--- src/rtl/nn_pkg.sv ---
// Shared types and constants for the activation/MAC sequencer.
package nn_pkg;

    // Sequencer states, in the order a neuron group walks through them.
    typedef enum logic [2:0] {
        ST_IDLE,
        ST_CLR,
        ST_MAC,
        ST_DRAIN,
        ST_ACT,
        ST_WRITE,
        ST_NEXT,
        ST_DONE
    } state_t;

    // Activation function select; the reserved code behaves as passthrough.
    typedef enum logic [1:0] {
        MODE_SIGMOID = 2'b00,
        MODE_RELU    = 2'b01,
        MODE_PASS    = 2'b10,
        MODE_RSVD    = 2'b11
    } mode_t;

    // Bit positions inside r_sh_en.
    localparam int RSH_ACT_FETCH = 0;
    localparam int RSH_ACT       = 1;
    localparam int RSH_WRITE     = 2;

    // Width of a lane index; at least one bit so a single-lane build still has a port.
    function automatic int lane_width(input int n_lanes);
        return (n_lanes > 1) ? $clog2(n_lanes) : 1;
    endfunction

endpackage

--- src/rtl/sm_lane_mask.sv ---
// Active-lane mask for the current neuron group and LUT index saturation
// for the selected lane. Purely combinational.
module sm_lane_mask #(
    parameter int ADDR_WIDTH = 16,
    parameter int N_LANES    = 2,
    parameter int LUT_DEPTH  = 256,
    parameter int LANE_W     = 1
) (
    input  logic [ADDR_WIDTH-1:0]         out_cnt,
    input  logic [ADDR_WIDTH-1:0]         n_out,
    input  logic [N_LANES*ADDR_WIDTH-1:0] lut_idx,
    input  logic [LANE_W-1:0]             lane_sel,
    output logic [N_LANES-1:0]            mask,
    output logic [ADDR_WIDTH-1:0]         sat_pos
);

    localparam logic [ADDR_WIDTH-1:0] LUT_MAX = ADDR_WIDTH'(LUT_DEPTH - 1);

    logic [ADDR_WIDTH-1:0] idx;

    // Lane k is live while out_cnt+k is still below n_out; one extra bit avoids wrap.
    always_comb begin
        mask = '0;
        for (int k = 0; k < N_LANES; k++) begin
            mask[k] = ({1'b0, out_cnt} + (ADDR_WIDTH + 1)'(k)) < {1'b0, n_out};
        end
    end

    // Pick the selected lane's index, clamp negatives to 0 and large values to the last entry.
    always_comb begin
        // NOTE: every signal driven here gets a default first so no latch is inferred.
        idx     = '0;
        sat_pos = '0;
        for (int k = 0; k < N_LANES; k++) begin
            if (lane_sel == LANE_W'(k)) begin
                idx = lut_idx[k*ADDR_WIDTH +: ADDR_WIDTH];
            end
        end
        if (idx[ADDR_WIDTH-1]) begin
            sat_pos = '0;
        end else if (idx > LUT_MAX) begin
            sat_pos = LUT_MAX;
        end else begin
            sat_pos = idx;
        end
    end

endmodule

--- src/rtl/sm_act_seq.sv ---
// Neural layer sequencer: clears and runs the MAC lanes over n_in inputs,
// drains the MAC pipeline, then applies the activation and writes one output
// per live lane, group after group until n_out neurons are done.
// All outputs are registered and describe the state just entered.
// MAC_LAT is expected to be at least 1.
module sm_act_seq
    import nn_pkg::*;
#(
    parameter int                    ADDR_WIDTH  = 16,
    parameter int                    N_LANES     = 2,
    parameter logic [ADDR_WIDTH-1:0] ADDR_BASE_A = '0,
    parameter logic [ADDR_WIDTH-1:0] ADDR_BASE_W = '0,
    parameter logic [ADDR_WIDTH-1:0] ADDR_BASE_O = '0,
    parameter int                    LUT_DEPTH   = 256,
    parameter int                    MAC_LAT     = 2
) (
    input  logic                          clk,
    input  logic                          rst,
    input  logic                          start,
    input  logic                          reset,
    input  logic [1:0]                    mode,
    input  logic [ADDR_WIDTH-1:0]         n_in,
    input  logic [ADDR_WIDTH-1:0]         n_out,
    input  logic [N_LANES*ADDR_WIDTH-1:0] lut_idx,
    output logic [ADDR_WIDTH-1:0]         mem_addr,
    output logic [2:0]                    r_sh_en,
    output logic [N_LANES-1:0]            mac_en,
    output logic [N_LANES-1:0]            mac_clr,
    output logic [ADDR_WIDTH-1:0]         lut_pos,
    output logic                          lut_sel,
    output logic                          out_we,
    output logic [ADDR_WIDTH-1:0]         out_addr,
    output logic                          busy,
    output logic                          done
);

    localparam int LANE_W = lane_width(N_LANES);

    state_t                state;
    mode_t                 mode_r;
    logic [ADDR_WIDTH-1:0] n_in_r;
    logic [ADDR_WIDTH-1:0] n_out_r;
    logic [ADDR_WIDTH-1:0] in_cnt;
    logic [ADDR_WIDTH-1:0] out_cnt;
    logic [ADDR_WIDTH-1:0] w_ptr;
    logic [ADDR_WIDTH-1:0] o_ptr;
    logic [ADDR_WIDTH-1:0] drain_cnt;
    logic                  act_phase;   // 0: weight fetch sub-cycle, 1: activation fetch
    logic                  last_group;
    logic [LANE_W-1:0]     lane;
    logic [N_LANES-1:0]    lane_mask_r;

    logic                  at_rest;
    logic [ADDR_WIDTH-1:0] mask_cnt;
    logic [ADDR_WIDTH-1:0] mask_n;
    logic [LANE_W-1:0]     lane_sel;
    logic [N_LANES-1:0]    lane_mask;
    logic [ADDR_WIDTH-1:0] sat_pos;
    logic                  next_lane_active;

    // A new layer starts from group 0 with the incoming n_out, before anything is latched.
    assign at_rest  = (state == ST_IDLE) || (state == ST_DONE);
    assign mask_cnt = at_rest ? '0 : out_cnt;
    assign mask_n   = at_rest ? n_out : n_out_r;
    // Lane about to enter ACT: lane 0 from DRAIN, the following lane from WRITE.
    assign lane_sel = (state == ST_WRITE) ? lane + LANE_W'(1) : '0;

    sm_lane_mask #(
        .ADDR_WIDTH (ADDR_WIDTH),
        .N_LANES    (N_LANES),
        .LUT_DEPTH  (LUT_DEPTH),
        .LANE_W     (LANE_W)
    ) u_lane_mask (
        .out_cnt  (mask_cnt),
        .n_out    (mask_n),
        .lut_idx  (lut_idx),
        .lane_sel (lane_sel),
        .mask     (lane_mask),
        .sat_pos  (sat_pos)
    );

    // True when the lane after the current one is live in this group.
    always_comb begin
        next_lane_active = 1'b0;
        for (int k = 1; k < N_LANES; k++) begin
            if (lane == LANE_W'(k - 1) && lane_mask_r[k]) begin
                next_lane_active = 1'b1;
            end
        end
    end

    // Sequencer: state, counters and all registered outputs for the state being entered.
    always_ff @(posedge clk or negedge rst) begin
        if (!rst) begin
            state       <= ST_IDLE;
            mode_r      <= MODE_SIGMOID;
            n_in_r      <= '0;
            n_out_r     <= '0;
            in_cnt      <= '0;
            out_cnt     <= '0;
            w_ptr       <= '0;
            o_ptr       <= '0;
            drain_cnt   <= '0;
            act_phase   <= 1'b0;
            last_group  <= 1'b0;
            lane        <= '0;
            lane_mask_r <= '0;
            mem_addr    <= '0;
            r_sh_en     <= '0;
            mac_en      <= '0;
            mac_clr     <= '0;
            lut_pos     <= '0;
            lut_sel     <= 1'b0;
            out_we      <= 1'b0;
            out_addr    <= '0;
            busy        <= 1'b0;
            done        <= 1'b0;
        end else begin
            // NOTE: non-blocking defaults here are overridden by later assignments in the
            // same edge, so each state only names the outputs it actually drives.
            mem_addr <= '0;
            r_sh_en  <= '0;
            mac_en   <= '0;
            mac_clr  <= '0;
            lut_pos  <= '0;
            lut_sel  <= 1'b0;
            out_we   <= 1'b0;
            out_addr <= '0;
            done     <= 1'b0;
            busy     <= 1'b1;

            if (reset) begin
                state <= ST_IDLE;
                busy  <= 1'b0;
            end else begin
                case (state)
                    ST_IDLE, ST_DONE: begin
                        if (start) begin
                            n_in_r  <= n_in;
                            n_out_r <= n_out;
                            mode_r  <= mode_t'(mode);
                            out_cnt <= '0;
                            w_ptr   <= ADDR_BASE_W;
                            o_ptr   <= ADDR_BASE_O;
                            if (n_in == '0 || n_out == '0) begin
                                state <= ST_DONE;
                                busy  <= 1'b0;
                                done  <= 1'b1;
                            end else begin
                                state       <= ST_CLR;
                                mac_clr     <= lane_mask;
                                lane_mask_r <= lane_mask;
                                in_cnt      <= '0;
                                act_phase   <= 1'b0;
                            end
                        end else begin
                            busy <= 1'b0;
                            done <= (state == ST_DONE);
                        end
                    end

                    ST_CLR: begin
                        state    <= ST_MAC;
                        mac_en   <= lane_mask_r;
                        mem_addr <= w_ptr;
                        w_ptr    <= w_ptr + ADDR_WIDTH'(1);
                    end

                    ST_MAC: begin
                        mac_en <= lane_mask_r;
                        if (!act_phase) begin
                            act_phase              <= 1'b1;
                            mem_addr               <= ADDR_BASE_A + in_cnt;
                            r_sh_en[RSH_ACT_FETCH] <= 1'b1;
                        end else begin
                            act_phase <= 1'b0;
                            if (in_cnt + ADDR_WIDTH'(1) == n_in_r) begin
                                state     <= ST_DRAIN;
                                drain_cnt <= '0;
                                mac_en    <= '0;
                            end else begin
                                in_cnt   <= in_cnt + ADDR_WIDTH'(1);
                                mem_addr <= w_ptr;
                                w_ptr    <= w_ptr + ADDR_WIDTH'(1);
                            end
                        end
                    end

                    ST_DRAIN: begin
                        if (drain_cnt == ADDR_WIDTH'(MAC_LAT - 1)) begin
                            state            <= ST_ACT;
                            lane             <= lane_sel;
                            r_sh_en[RSH_ACT] <= 1'b1;
                            if (mode_r == MODE_SIGMOID) begin
                                lut_sel <= 1'b1;
                                lut_pos <= sat_pos;
                            end
                        end else begin
                            drain_cnt <= drain_cnt + ADDR_WIDTH'(1);
                        end
                    end

                    ST_ACT: begin
                        state              <= ST_WRITE;
                        out_we             <= 1'b1;
                        out_addr           <= o_ptr;
                        o_ptr              <= o_ptr + ADDR_WIDTH'(1);
                        r_sh_en[RSH_WRITE] <= 1'b1;
                    end

                    ST_WRITE: begin
                        if (next_lane_active) begin
                            state            <= ST_ACT;
                            lane             <= lane_sel;
                            r_sh_en[RSH_ACT] <= 1'b1;
                            if (mode_r == MODE_SIGMOID) begin
                                lut_sel <= 1'b1;
                                lut_pos <= sat_pos;
                            end
                        end else begin
                            state      <= ST_NEXT;
                            out_cnt    <= out_cnt + ADDR_WIDTH'(N_LANES);
                            last_group <= ({1'b0, out_cnt} + (ADDR_WIDTH + 1)'(N_LANES))
                                          >= {1'b0, n_out_r};
                        end
                    end

                    ST_NEXT: begin
                        if (last_group) begin
                            state <= ST_DONE;
                            busy  <= 1'b0;
                            done  <= 1'b1;
                        end else begin
                            state       <= ST_CLR;
                            mac_clr     <= lane_mask;
                            lane_mask_r <= lane_mask;
                            in_cnt      <= '0;
                            act_phase   <= 1'b0;
                        end
                    end

                    default: begin
                        state <= ST_IDLE;
                        busy  <= 1'b0;
                    end
                endcase
            end
        end
    end

endmodule
--- config.mk ---
export PLATFORM = sky130hd
export DESIGN_NAME = sm_act_seq
export DESIGN_NICKNAME = d
export VERILOG_FILES = /design/src/rtl/nn_pkg.sv /design/src/rtl/sm_lane_mask.sv /design/src/rtl/sm_act_seq.sv
export SDC_FILE = /design/constraint.sdc
export NUM_CORES = 1
export LEC_CHECK = 0
export BUFFER_PORTS_ARGS = -buffer_cell sky130_fd_sc_hd__clkbuf_2
export CAP_MARGIN = 15
export CORE_UTILIZATION = 53
export DETAILED_ROUTE_END_ITERATION = 10
export PLACE_DENSITY_LB_ADDON = 0.1
export SYNTH_ARGS = -nofsm -noshare
export SYNTH_HDL_FRONTEND = slang
export SYNTH_SLANG_ARGS = --single-unit
--- constraint.sdc ---
create_clock -name clk -period 3 [get_ports clk]
set_input_delay 0.3 -clock clk [delete_from_list [all_inputs] [get_ports clk]]
set_output_delay 0.3 -clock clk [all_outputs]
set_load 0.02 [all_outputs]
Yosys cells after proc, flatten, opt, wreduce, memory -nomap -nowiden
Cells that the tools add are included.

Register bits after elaboration: 181.

Magnitude comparators: 4. Reduce and logical (&&, ||, !) cells: 26. Mux-type cells: 87. Add/subtract/negate cells: 8. Bitwise logic cells: 3. Equal/unequal tests: 23.

Operator list (count): 16-bit 2-to-1 mux (25); 16-bit one-hot mux with 2 select lines (5); 16-bit one-hot mux with 3 select lines (2); 16-bit by 1-bit adder with 16-bit output (second input constant) (4); 16-bit logical NOT (2); 1-bit 2-to-1 mux (25); 3-bit 2-to-1 mux (8); 2-bit 2-to-1 mux (11); 3-bit one-hot mux with 7 select lines (1); 2-bit inequality test (second input constant) (10); 5-bit AND reduction (4); 16-bit by 1-bit adder with 17-bit output (second input constant) (1); 16-bit by 2-bit adder with 17-bit output (second input constant) (1); 17-bit by 16-bit >= comparator with 1-bit output (1); 17-bit by 16-bit less-than comparator with 1-bit output (1); 16-bit by 2-bit adder with 16-bit output (second input constant) (1); 16-bit by 1-bit equality test with 1-bit output (second input constant) (1); 16-bit equality test (1); 16-bit by 8-bit greater-than comparator with 1-bit output (second input constant) (1); 16-bit less-than comparator (1); 15-bit 2-to-1 mux (1); 3-bit equality test (second input constant) (4); 3-bit inequality test (second input constant) (4); 2-bit one-hot mux with 2 select lines (3); other kinds (16) (33).

Logic depth before layout (Yosys ltp)
Gate-level depths: netlist of the first run.

Depth in word-level cells: 10. Gate-level depth with buffers: 15. Gate-level depth less buffers: 13.

Hierarchy
A second synthesis of the first run with hierarchy kept.

Cells, all modules: 1125. Area total of the unflattened synthesis: 10465.0 um^2.

By module, submodules not included: sm_act_seq (cells each 963, area each 9261.4 um^2, times used 1, sequential area each 4479.3 um^2); sm_lane_mask (cells each 162, area each 1203.7 um^2, times used 1, sequential area each 0.0 um^2).

Least setup slack after synthesis of the first run
No wires, ideal clock.

Path type: reg2reg. From: register state[1]. To: register lane_mask_r[1]. Arrival: 3.053 ns. Stages on the path, launching flop included: 16. Slack: -0.119 ns. Required time: 2.934 ns. Library setup time: 0.066 ns. Cell sequence: dfrtp_1 -> clkbuf_1 -> or3_1 -> nand2_1 -> clkbuf_1 -> nor2_1 -> a21oi_1 -> ha_1 -> o21a_1 -> o21a_1 -> o21ai_0 -> a21oi_1 -> o211ai_1 -> a21oi_1 -> a2111oi_0 -> a21o_1.

Longest elaborated chain between the ends: 8. Elaborated cells between the ends (all ways): 18.

RTL lines: start, declared (line sm_act_seq.sv:39) `state_t state;`; start signal, assigned (line sm_act_seq.sv:95) `state <= ST_IDLE;`; start signal, assigned (line sm_act_seq.sv:133) `state <= ST_IDLE;`; start signal, assigned (line sm_act_seq.sv:146) `state <= ST_DONE;`; 3-bit equality test or 3-bit logical NOT (tied branches) (line sm_act_seq.sv:62, sm_act_seq.sv:136); 1-bit logical OR (line sm_act_seq.sv:62) `assign at_rest = (state == ST_IDLE) || (state == ST_DONE);`; 16-bit 2-to-1 mux (line sm_act_seq.sv:63) `assign mask_cnt = at_rest ? '0 : out_cnt;`; 16-bit by 1-bit adder with 17-bit output (line sm_lane_mask.sv:25) `mask[k] = ({1'b0, out_cnt} + (ADDR_WIDTH + 1)'(k)) < {1'b0, n_out};`; 17-bit by 16-bit less-than comparator with 1-bit output (line sm_lane_mask.sv:25); 2-bit 2-to-1 mux (line sm_act_seq.sv:145) `if (n_in == '0 || n_out == '0) begin`; 2-bit 2-to-1 mux (line sm_act_seq.sv:138) `if (start) begin`; 2-bit one-hot mux with 2 select lines (line sm_act_seq.sv:136) `case (state)`; end signal, assigned (line sm_act_seq.sv:152) `lane_mask_r <= lane_mask;`; end signal, assigned (line sm_act_seq.sv:236) `lane_mask_r <= lane_mask;`; end, declared (line sm_act_seq.sv:51) `logic [N_LANES-1:0] lane_mask_r;`.

Several ways; a longest one is shown, not always the timed one. The select of a mux whose other input is x is not followed. A chain may end at the register's enable or synchronous reset.

Final worst setup path of the first run
From: register in_cnt[0]. To: register w_ptr[7].

Longest elaborated chain between the ends: 4.

RTL lines: start, declared (line sm_act_seq.sv:43) `logic [ADDR_WIDTH-1:0] in_cnt;`; start signal, assigned (line sm_act_seq.sv:182) `in_cnt <= in_cnt + ADDR_WIDTH'(1);`; 16-bit by 1-bit adder with 16-bit output (line sm_act_seq.sv:177) `if (in_cnt + ADDR_WIDTH'(1) == n_in_r) begin`; 16-bit equality test (line sm_act_seq.sv:177); 2-bit inequality test (no line); 5-bit AND reduction (no line); end signal, assigned (line sm_act_seq.sv:166) `w_ptr <= w_ptr + ADDR_WIDTH'(1);`; end signal, assigned (line sm_act_seq.sv:184) `w_ptr <= w_ptr + ADDR_WIDTH'(1);`; end, declared (line sm_act_seq.sv:45) `logic [ADDR_WIDTH-1:0] w_ptr;`.

Every way passes these cells.

==> metrics.cfg, run 1 <==
[floorplan]
io_pins=129
core-area_um2=18270
die_height_um=139.7
rows=49
dieArea_um2=19510
initial_utilization_pct=54.99
die_x_um=139.7

[logic_synthesis]
synth.most_common_cell=dfrtp_1
synth_cell_types=70
ys.flop_type=dfrtp_1
synth_cells=1110
synth_common_cells=dfrtp_1, nand2_1, o21ai_0
synth_edf_count=0
yosysTopAreaCellShare_pct=44.33
netlist_area_um2=10050
ys_ff_latch=178
synth_warnings=0
ys_seq_area_share_pct=44.33
yosysTopAreaCell=dfrtp_1
synth.area.top_cells=dfrtp_1, ha_1, nand2_1
synthArstFlopShare_pct=100.0
postSynthAreaPerCell_um2=9.051

[timing]
slew_violations=0
min_period_ps=2897
tightest_slew_ps=704.4
whs_ps=60.68
period_share_pct=96.57
rsz0062_at_grt=false
fmax_mhz=345.2
fin_skew_ps=14.85
max_slew_margin_pct=53.04
finalHoldViolations=0
finalSetupViolations=0

[global_route]
grt_pass1_wl_mm=40.86
top_usage_layer=met2
grtUsageTotal_pct=26.11
grt.overflow.total=0
use_met2_pct=42.47
use_met1_pct=35.35
grt_pass1_vias=8261
antenna_found_initial=0
grt_max_degree=74
grt_util_met3_pct=4.129

[pwr]
pwr-share-seq_pct=37.7
powerDensity_nw_per_um2=669.9
p_int_uw=4945
peakVddDrop_uv=589.2
clkPwrFrac_pct=27.5
cellLeakagePower_uw=0.005892
combPwrFrac_pct=34.8
p_sw_uw=3007
swShare_pct=37.81

[clocking]
root_buffer=clkbuf_16
cts_tree=done
worst_setup_hold_path_clk_slew_ps=70
clockBufferDepth=2
insertion_delay_ps=440
htreeDepth=4
cts_sinks=178
numCtsBuffers=17

[job]
drv_cap=0

[cells_and_area]
num_antenna_cells=0
area_growth_pct=18.14
nets=1379
drive_above_1_share_pct=20.20
stdcell_count=1501

[critical_path]
path_cells=ha_2 -> and3_1 -> and3_1 -> nor4b_1 -> o32ai_2 -> buf_4 -> o41ai_4 -> nor3_1 -> o31a_1 -> buf_12 -> a31oi_1
slowest_delay_ps=400
critPathTopFamily=compound AO/OA/AOI/OAI gates
worstPathMaxFanout=16
required_ps=3350
critPathLaunchType=flip-flop
crit_arrival_ps=3250
crit_top_cell=and3_1
cp_slowest_cell=o41ai_4
timing.rr.start=in_cnt[0]
critical_path_class=flip-flop to flip-flop
critPathBufInv=2
critPathCaptureType=flip-flop
crit_start=in_cnt[0]

[place]
numPortBuffers=127
hpwl_mm=17.81
dp_cells=1467
place_congestion=0.8582

[status]
outcome=complete, no violations

[detailed_routing]
vias=8760
detail_route.vias_per_cell=5.836
avgRoutedWirePerCell_um=16.54
wl_mm=24.83
drt_iter0_drc=546
antenna_left=0
drc=0
firstDrtPassIters=5

[min_path]
hold_path_class=input port to flip-flop
hp-start=mode[0]

## sequential cells by signal, indices dropped and copies added, names as in the netlist, 16 cells and up
register	count
drain_cnt	16
in_cnt	16
mem_addr	16
n_in_r	16
n_out_r	16
o_ptr	16
out_addr	16
w_ptr	16
## kinds of logic after synthesis
family          share of synthesized area, %
simple gates                           24.77
compound gates                         17.04
flops                                  44.33
buf+inv                                4.035
fa+ha+maj                              6.227
xor+xnor                               2.964
mux                                   0.5978
other cells                          0.03732
## worst min-delay path, stage by stage
cell      delay, ps
clkbuf_2         70
nand2_1          40
nand2_1          40
## cells in the final DEF, fill, tap and decap left out, types with 17 or more instances in the layout
cell / count
and3_1: 60
nand4_1: 20
nand2_1: 162
a22o_1: 17
nand3_1: 54
a31oi_1: 29
xnor2_1: 20
inv_1: 27
o21ai_0: 89
clkbuf_16: 17
and2_1: 21
clkbuf_2: 126
nor4_1: 22
ha_1: 48
buf_4: 54
nand2b_1: 21
nor2_1: 69
a21oi_1: 44
dfrtp_1: 178
## per-layer routing
layer  up-vias  wire length, µm
met4         0              627
met1      4215            11120
met5         -                0
li1       4272                -
met2       230            11960
met3        43             1116
## path summary, 6_finish.rpt
kind,to,slack [ps],depth (start not counted)
setup / recovery,w_ptr[7],100,11
hold / removal,mode_r[0],60,3
setup reg to reg,w_ptr[7],100,11
hold reg to reg,lut_sel,440,1
max in group asynchronous,lane_mask_r[0],1570,3
min in group asynchronous,lut_pos[10],450,2
## area by class of cell
cell class / count / area, µm²
fillers: 1585 / 6400
multi-input cells: 847 / 5283
flip-flops and latches: 178 / 4454
repair buffers: 187 / 1157
clock buffers: 18 / 439.2
well taps: 229 / 286.5
clock inverters: 14 / 145.1
inverters: 28 / 105.1
## power groups by stage
stage	clock, µW	sequential (µW)	combinational, µW
6_report	2180	3000	2770
3_3_place_gp	0	3040	2640
4_1_cts	2230	3000	2720
5_1_grt	2320	3040	3110
2_1_floorplan	0	3010	1830
3_5_place_dp	0	3050	2670
## per-stage QoR
stage / utilization, % / power (µW) / cell area [µm²] / worst slack [ps] / setup TNS (ps)
after detailed placement: 61.40 / 5721 / 11220 / -196.4 / -3002
after global routing: 64.97 / 8472 / 11870 / 1.660 / 0
after CTS: 64.73 / 7957 / 11830 / 5.963 / 0
after global placement: 61.40 / 5679 / 11220 / -144.5 / -1816
after floorplan: - / 4840 / 10080 / 5.981 / 0
final: 64.97 / 7952 / 11870 / 103.0 / 0
## what timing repair did
action | CTS | global route
endpoints found under the setup margin | 33 | 58
hold buffers | 1 | 0
gates resized for setup | 3 | 8
hold endpoints to repair | 70 | 0
setup buffers | 0 | 1
pin swaps | 0 | 2
(Power assumes the default switching activity.)
==> inputs of run 2 (changes only) <==
- CORE_MARGIN: unset -> 5
==> run 2 against run 1 <==
Combinational power is 3% lower. Die area is 12% higher. Global-route usage is 2.9 points lower. Largest cell class unchanged. Register-to-register slack better by 60 ps. Clock power is 8% higher.
==> metrics.cfg, run 2 (synthesis gave the netlist of run 1 again) <==
[status]
outcome=complete, no violations

[clocking]
worst_setup_hold_path_clk_slew_ps=70  ; about the same
cts_tree=done
htreeDepth=4  ; unchanged
clockBufferDepth=2  ; unchanged
cts_sinks=178  ; unchanged
root_buffer=clkbuf_16
insertion_delay_ps=440  ; about the same
numCtsBuffers=17  ; unchanged
cts_setup_buffers=0  ; unchanged

[detailed_routing]
detail_route.vias_per_cell=5.768  ; -1.2%
wl_mm=24.99  ; +0.65%
antenna_left=0  ; unchanged
vias=8641  ; -1.4%
avgRoutedWirePerCell_um=16.68  ; +0.85%
drt_iter0_drc=569  ; +4.2%
drc=0  ; unchanged
firstDrtPassIters=5  ; unchanged

[floorplan]
dieArea_um2=21810  ; +12%
io_pins=129  ; unchanged
core-area_um2=18710  ; +2.4%
rows=50  ; +2.0%
die_height_um=147.7  ; +5.7%
die_x_um=147.7  ; +5.7%
initial_utilization_pct=53.71  ; -1.3 points

[timing]
fmax_mhz=352.5  ; +2.1%
finalHoldViolations=0  ; unchanged
slew_violations=0  ; unchanged
finalSetupViolations=0  ; unchanged
max_slew_margin_pct=61.22  ; +8.2 points
tightest_slew_ps=581.7  ; -122.7 ps
period_share_pct=94.56  ; -2.0 points
fin_skew_ps=14.74  ; -0.1104 ps
min_period_ps=2837  ; -60.34 ps
tns_ps=0  ; unchanged

[critical_path]
required_ps=3370  ; +20 ps
worstPathMaxFanout=19  ; +3
critPathLaunchType=flip-flop
crit_top_cell=a21o_1
cp_slowest_cell=or3_1
crit_arrival_ps=3210  ; -40 ps
critical_path_class=flip-flop to flip-flop
path_cells=or3_1 -> nand2_2 -> buf_6 -> nor2_1 -> a21oi_1 -> ha_1 -> a21o_1 -> a21o_1 -> a21oi_1 -> nor2_1 -> nor4_1 -> o31a_1 -> a21o_1
critPathCaptureType=flip-flop
slowest_delay_ps=400  ; about the same

[cells_and_area]
num_antenna_cells=0  ; unchanged
area_growth_pct=18.09  ; about the same
layout_common_cells=dfrtp_1, nand2_1, clkbuf_2, o21ai_0, nor2_1
final_util_pct=63.43  ; -1.5 points
drive_above_1_share_pct=20.33  ; +0.13 points
nets=1372  ; -0.51%
nFillCells=1616  ; +2.0%
layout.cells.most_common=dfrtp_1

[global_route]
grt_pass1_vias=8464  ; +2.5%
grt_max_degree=110  ; +49%
antenna_found_initial=0  ; unchanged
grt.overflow.total=0  ; unchanged
grt_pass1_wl_mm=41.76  ; +2.2%
grtUsageTotal_pct=23.21  ; -2.9 points

[job]
drv_cap=0  ; unchanged

[place]
numPortBuffers=127  ; unchanged
hpwl_mm=18.19  ; +2.1%
place_congestion=0.8972  ; +4.5%

[pwr]
cellLeakagePower_uw=0.005886  ; about the same
powerDensity_nw_per_um2=679.2  ; +1.4%
peakVddDrop_uv=499.3  ; -15%

[min_path]
hold_path_class=input port to flip-flop

run 2: power breakdown:
part	internal, µW	total (µW)	leakage, µW	switching (µW)
combinational	1030	2690	0.00320	1670
clock	1340	2350	0.000298	1020
sequential	2740	3010	0.00239	270
total	5110	8060	0.00589	2950
run 2: path summary, 6_finish.rpt:
path                           start        endpoint  slack, ps  cells past startpoint
max                         state[0]  lane_mask_r[0]        160                     13
min                          mode[1]       mode_r[1]         50                      3
max reg2reg                 state[0]  lane_mask_r[0]        160                     13
min reg2reg                mode_r[0]         lut_sel        470                      1
max in group asynchronous        rst      out_cnt[1]       1970                      3
min in group asynchronous        rst      lut_pos[9]        250                      2
run 2: routing by layer:
layer	vias to the layer above	wire length, µm	global-route usage (%)
li1	4261	-	-
met1	4163	11350	31.04
met2	179	12230	38.84
met3	38	928	4.200
met4	0	478	6.757
met5	-	0	0
run 2: layout make-up:
class | count | area [µm²] | share of cell area [%]
clock inverters | 14 | 192.7 | 1.624
well taps | 234 | 292.8 | 2.468
flip-flops and latches | 178 | 4457 | 37.56
multi-input cells | 847 | 5294 | 44.62
clock buffers | 17 | 425.4 | 3.585
inverters | 28 | 105.1 | 0.8858
repair buffers | 180 | 1099 | 9.259
run 2: through the flow:
stage	instances	worst slack [ps]	hold WS [ps]	power (µW)	instance area, µm²
floorplan	1117	5.981	4.409	4840	10080
global placement	1466	106.0	131.9	5632	11170
detailed placement	1466	9.483	134.2	5686	11170
CTS	1498	43.01	45.74	8070	11800
global route	1498	-2.755	70.67	8595	11870
finish	1498	163.3	54.16	8059	11870
run 2: what timing repair did:
| item | in CTS | in global routing |
|---|---|---|
| endpoints found under the setup margin | 1 | 18 |
| hold buffers | 1 | 0 |
| pin swaps | 0 | 2 |
| resized for setup | 1 | 16 |
| endpoints found under the hold margin | 69 | 0 |
run 2: critical path: cells and delay by family (launching register included):
family	cells	cell delay, ps
DFF	1	370
buffers and inverters	1	200
AOI/OAI and AO/OA	6	960
adders and majority gates	1	290
and+or+nand+nor	5	940
